[src/rtl/uart_sender_pkg.sv]
// Shared constants for the UART transmitter (and the future receiver):
// FSM encodings, parity modes, frame-bit levels and the bit-period helper.
package uart_sender_pkg;

    localparam logic [2:0] S_IDLE   = 3'd0;
    localparam logic [2:0] S_START  = 3'd1;
    localparam logic [2:0] S_DATA   = 3'd2;
    localparam logic [2:0] S_PARITY = 3'd3;
    localparam logic [2:0] S_STOP   = 3'd4;

    localparam int PARITY_NONE = 0;
    localparam int PARITY_EVEN = 1;
    localparam int PARITY_ODD  = 2;

    localparam logic START_BIT = 1'b0;
    localparam logic STOP_BIT  = 1'b1;

    function automatic int bit_period(input int clk_freq, input int baud);
        return clk_freq / baud;
    endfunction

endpackage

[src/rtl/uart_sender_if.sv]
// Send-side bus of the UART transmitter: byte, send strobe, ready flag and serial line.
interface uart_sender_if;

    logic [7:0] TX_DATA;
    logic       TX_EN;
    logic       TX_STATUS;
    logic       UART_TX;

    modport master (output TX_DATA, output TX_EN, input TX_STATUS, input UART_TX);
    modport slave  (input TX_DATA, input TX_EN, output TX_STATUS, output UART_TX);

endinterface

[src/rtl/uart_baud_gen.sv]
// Bit-period counter: pulses bit_done on the last clock of every DIV-clock period.
// A synchronous clear holds it at the start of a period.
module uart_baud_gen #(
    parameter int DIV = 10416
) (
    input  logic clk,
    input  logic reset,
    input  logic clear,
    output logic bit_done
);

    localparam int         W    = (DIV > 1) ? $clog2(DIV) : 1;
    localparam logic [W-1:0] LAST = W'(DIV - 1);

    logic [W-1:0] count;

    assign bit_done = !clear && (count == LAST);

    always_ff @(posedge clk or negedge reset) begin
        if (!reset) begin
            count <= '0;
        end else if (clear || bit_done) begin
            count <= '0;
        end else begin
            count <= count + W'(1);
        end
    end

endmodule

[src/rtl/uart_sender.sv]
// UART transmitter: start bit, 8 data bits LSB first, optional parity, stop bit.
// A request landing on the final edge of a stop bit starts the next frame with no idle gap.
module uart_sender
    import uart_sender_pkg::*;
#(
    parameter int CLK_FREQ = 100000000,
    parameter int BAUD     = 9600,
    parameter int PARITY   = 0
) (
    input  logic clk,
    input  logic reset,
    uart_sender_if.slave bus
);

    localparam int DIV = bit_period(CLK_FREQ, BAUD);

    logic [2:0] state;
    logic [7:0] shift_reg;
    logic [2:0] bit_cnt;
    logic       parity_acc;
    logic       tx_q;
    logic       ready_q;
    logic       bit_done;
    logic       baud_clear;
    logic       accept;

    // Holding the counter cleared while idle references bit timing to the accepting edge.
    assign baud_clear = (state == S_IDLE);
    assign accept     = bus.TX_EN && ((state == S_IDLE) || ((state == S_STOP) && bit_done));

    uart_baud_gen #(
        .DIV(DIV)
    ) u_baud (
        .clk     (clk),
        .reset   (reset),
        .clear   (baud_clear),
        .bit_done(bit_done)
    );

    always_ff @(posedge clk or negedge reset) begin
        if (!reset) begin
            state      <= S_IDLE;
            shift_reg  <= '0;
            bit_cnt    <= '0;
            parity_acc <= 1'b0;
            tx_q       <= STOP_BIT;
            ready_q    <= 1'b1;
        end else if (accept) begin
            state      <= S_START;
            shift_reg  <= bus.TX_DATA;
            bit_cnt    <= '0;
            parity_acc <= (PARITY == PARITY_ODD);
            tx_q       <= START_BIT;
            ready_q    <= 1'b0;
        end else if (bit_done) begin
            case (state)
                S_START: begin
                    state      <= S_DATA;
                    tx_q       <= shift_reg[0];
                    shift_reg  <= {1'b0, shift_reg[7:1]};
                    parity_acc <= parity_acc ^ shift_reg[0];
                end
                S_DATA: begin
                    if (bit_cnt == 3'd7) begin
                        if (PARITY != PARITY_NONE) begin
                            state <= S_PARITY;
                            tx_q  <= parity_acc;
                        end else begin
                            state <= S_STOP;
                            tx_q  <= STOP_BIT;
                        end
                    end else begin
                        bit_cnt    <= bit_cnt + 3'd1;
                        tx_q       <= shift_reg[0];
                        shift_reg  <= {1'b0, shift_reg[7:1]};
                        parity_acc <= parity_acc ^ shift_reg[0];
                    end
                end
                S_PARITY: begin
                    state <= S_STOP;
                    tx_q  <= STOP_BIT;
                end
                S_STOP: begin
                    state   <= S_IDLE;
                    ready_q <= 1'b1;
                end
                default: begin
                    state   <= S_IDLE;
                    tx_q    <= STOP_BIT;
                    ready_q <= 1'b1;
                end
            endcase
        end
    end

    assign bus.UART_TX   = tx_q;
    assign bus.TX_STATUS = ready_q;

endmodule

[src/flat_wrapper.sv]
// flat-port wrapper written by rule: the top's interface ports become plain ports
module uart_sender_flat import uart_sender_pkg::*;
#(
    parameter int CLK_FREQ = 100000000,
    parameter int BAUD     = 9600,
    parameter int PARITY   = 0
)
  (clk, reset, bus_TX_DATA, bus_TX_EN, bus_TX_STATUS, bus_UART_TX);
  uart_sender_if bus_i ();
  input  logic clk;
  input  logic reset;
  input wire logic [$bits(bus_i.TX_DATA)-1:0] bus_TX_DATA;
  input wire logic [$bits(bus_i.TX_EN)-1:0] bus_TX_EN;
  output wire logic [$bits(bus_i.TX_STATUS)-1:0] bus_TX_STATUS;
  output wire logic [$bits(bus_i.UART_TX)-1:0] bus_UART_TX;
  assign bus_i.TX_DATA = bus_TX_DATA;
  assign bus_i.TX_EN = bus_TX_EN;
  assign bus_TX_STATUS = bus_i.TX_STATUS;
  assign bus_UART_TX = bus_i.UART_TX;
  uart_sender #(.CLK_FREQ(CLK_FREQ), .BAUD(BAUD), .PARITY(PARITY)) u_core (.clk(clk), .reset(reset), .bus(bus_i));
endmodule
[config.mk]
export PLATFORM = sky130hd
export DESIGN_NAME = uart_sender_flat
export DESIGN_NICKNAME = d
export VERILOG_FILES = /design/src/rtl/uart_sender_pkg.sv /design/src/rtl/uart_sender_if.sv /design/src/rtl/uart_baud_gen.sv /design/src/rtl/uart_sender.sv /design/src/flat_wrapper.sv
export SDC_FILE = /design/constraint.sdc
export NUM_CORES = 1
export LEC_CHECK = 0
export CELL_PAD_IN_SITES_DETAIL_PLACEMENT = 0
export CELL_PAD_IN_SITES_GLOBAL_PLACEMENT = 2
export CORE_MARGIN = 2
export CORE_UTILIZATION = 45
export DETAILED_ROUTE_END_ITERATION = 7
export DONT_BUFFER_PORTS = 1
export PLACE_DENSITY = 0.89
export SYNTH_ARGS = -nofsm -noshare
export SYNTH_HDL_FRONTEND = slang
export SYNTH_HIERARCHICAL = 1
export SYNTH_SLANG_ARGS = --single-unit
[constraint.sdc]
create_clock -name clk -period 6 [get_ports clk]
set_input_delay 0.6 -clock clk [delete_from_list [all_inputs] [get_ports clk]]
set_output_delay 0.6 -clock clk [all_outputs]
set_load 0.005 [all_outputs]
==> impl_metrics.tcl <==
set metrics [dict create \
    status "complete, no violations" \
    p_per_area_nw_per_um2 195 \
    p_leak_nw 0.754 \
    core_um2 3420 \
    nNetsFinal 164 \
    dr_wl_met3_um 122 \
    critical_path_class "register to register" \
    synthFlopType "dfrtp_1" \
    cts_sinks 30 \
    yosysWarnings 6 \
    hp-class "input port to async pin" \
    drtIter0Drc 65 \
    overflow 0 \
    met1Wirelength_um 1340 \
    drt-wirelength-per-cell_um 14.8 \
    slew_viol_final 0 \
    synth_edf_count 0 \
    syn_area_per_cell_um2 11.1 \
    ys_seq_area_share_pct 46.3 \
    final_cell_area_um2 1730 \
    fill_cells 319 \
    async_flop_share_pct 100 \
    yosys.area.top_type "dfrtp_1" \
    num_vias 1051 \
    fp.dieW_um 64.1 \
    tns_ps 0 \
    synth_seq_cells 30 \
    syn_inst 146 \
    htree_levels 2 \
    ys_types 39 \
    dr_wl_met2_um 1390 \
    rows 21 \
    start_util_pct 47.7 \
    setup-violations-final 0 \
    root_buffer "clkbuf_4" \
    port_buffers 0 \
    worst_pin_slew_ps 779 \
    power_mw 0.336 \
    dp_hpwl_um 1890 \
    vias_per_cell 5.36 \
    rsz0062_at_grt "no" \
    synth.area.top_cells "dfrtp_1 43%, mux2_4 10%, xnor2_1 5.4%" \
    cts_resized 0 \
    grt_max_degree 29 \
    grt_pass1_wl_um 5080 \
    antenna_found_initial 0 \
    slew_headroom_pct 48.1 \
    top_layer "met4" \
    antenna_left 0 \
    clk_path_buf_depth 2 \
    hold_viol_final 0 \
    grt_usage_pct 16.3 \
    cp_max_fo 8 \
    synth_fp_nets 161 \
    diodes 0 \
    die_h_um 64.1 \
    largest_register_ffs 14 \
    cts_buffers 5 \
    period_share_pct 46.6 \
    first_global_vias 1075 \
    syn-cell-area_um2 1630 \
    placed_cell_area_um2 1650 \
    cap_violations 0 \
    ir_drop_mv 0.116 \
    io_pins 13 \
    required_ps 6220 \
    synth_common_cells "28 x dfrtp_1, 19 x nor2_1, 11 x mux2_4, 10 x xnor2_1, 7 x inv_1" \
    area_delta_synth_final_pct 6.07 \
    end_kind "register" \
    wirelength_um 2900 \
    cts_tree "done" \
    insertion_delay_ps 330 \
    fin_util_pct 50.5 \
    fmax_ghz 0.357 \
    final_layout_size_suffix_gt1_share_pct 20.0 \
    fin_skew_ps 8.79 \
    yosysTopAreaCellShare_pct 43.0 \
    route.detailed.drc 0 \
    clk_pin_slew_ps 100 \
    start_kind "register" \
    layout_min_cycle_time_ps 2800 \
    synth_most_common_cell "dfrtp_1" \
    gp_congestion 0.831 \
    dieArea_um2 4110 \
    reg2reg_slack_ps 3200 \
    post_cts_buffers 0 \
    dr.pass1.iters 4 \
    cp.arrival_ps 3010 \
]
## worst paths after layout
path | depth (start not counted) | start | endpoint
max | 7 | u_core/u_baud/count[10] | u_core/shift_reg[6]
min in group clk | 2 | bus_TX_DATA[7] | u_core/shift_reg[7]
min | 1 | reset | u_core/bit_cnt[0]
min reg2reg | 1 | u_core/shift_reg[4] | u_core/shift_reg[4]
max in group asynchronous | 1 | reset | u_core/u_baud/count[7]
max reg2reg | 7 | u_core/u_baud/count[10] | u_core/shift_reg[6]
## report_power, final
part | internal, mW | total, mW | leakage [nW] | switching, mW
logic | 0.00223 | 0.00678 | 0.331 | 0.00456
clock network | 0.0567 | 0.127 | 0.0353 | 0.0705
registers | 0.202 | 0.202 | 0.387 | 0
## area by class of cell
| type | instances | area, µm² | share of cell area, % |
|---|---|---|---|
| Multi-Input combinational cell | 104 | 810 | 46.9 |
| Sequential cell | 30 | 753 | 43.6 |
| Tap cell | 46 | 57.6 | 3.33 |
| Clock buffer | 7 | 55.1 | 3.19 |
| Inverter | 7 | 26.3 | 1.52 |
| Timing Repair Buffer | 1 | 20.0 | 1.16 |
| Clock inverter | 1 | 5.00 | 0.290 |
## layout by cell type, fill, tap and decap left out, drive strengths merged, types with 5 or more instances in the layout
cell type / count
nand2: 6
xnor2: 10
dfrtp: 28
inv: 7
mux2: 14
clkbuf: 7
o21ai: 6
nor3: 5
nand3: 7
nor2: 20
## layer usage
| metal | track usage (%) | up-vias |
|---|---|---|
| li1 | - | 515 |
| met1 | 20.2 | 514 |
| met2 | 25.8 | 16 |
| met3 | 6.51 | 6 |
| met4 | 5.59 | 0 |
| met5 | 0 | - |
## critical path, stage by stage, from the launching register on
cell      delay [ps]
dfrtp_1          440
or4_1            550
nor4_2           170
nor2b_1          430
or2b_1           300
nor3_1           190
o21bai_4         250
mux2_4           340
## cells by family after synthesis
| group | Yosys count | synth area share (%) |
|---|---|---|
| multiplexers | 14 | 12.2 |
| buffers and inverters | 12 | 4.00 |
| AO/OA/AOI/OAI | 19 | 9.07 |
| flip-flops | 30 | 46.3 |
| XOR/XNOR | 12 | 6.46 |
| adder cells (fa/ha/maj) | 4 | 3.07 |
| AND/OR/NAND/NOR | 55 | 18.9 |
## through the flow
stage | worst slack (ps) | cells | hold WS, ps
6_report | 3200 | 196 | 70.8
5_1_grt | 3000 | 196 | 49.7
4_1_cts | 3210 | 196 | 60.4
3_5_place_dp | 3240 | 187 | 305
3_3_place_gp | 3330 | 187 | 305
2_1_floorplan | 3490 | 146 | 304
## what timing repair did
item | 4_1_cts | 5_1_grt
endpoints found under the setup margin | 0 | 0
hold buffers | 1 | 0
endpoints found under the hold margin | 28 | 0
No activity file was read; power rests on OpenSTA's default activity.
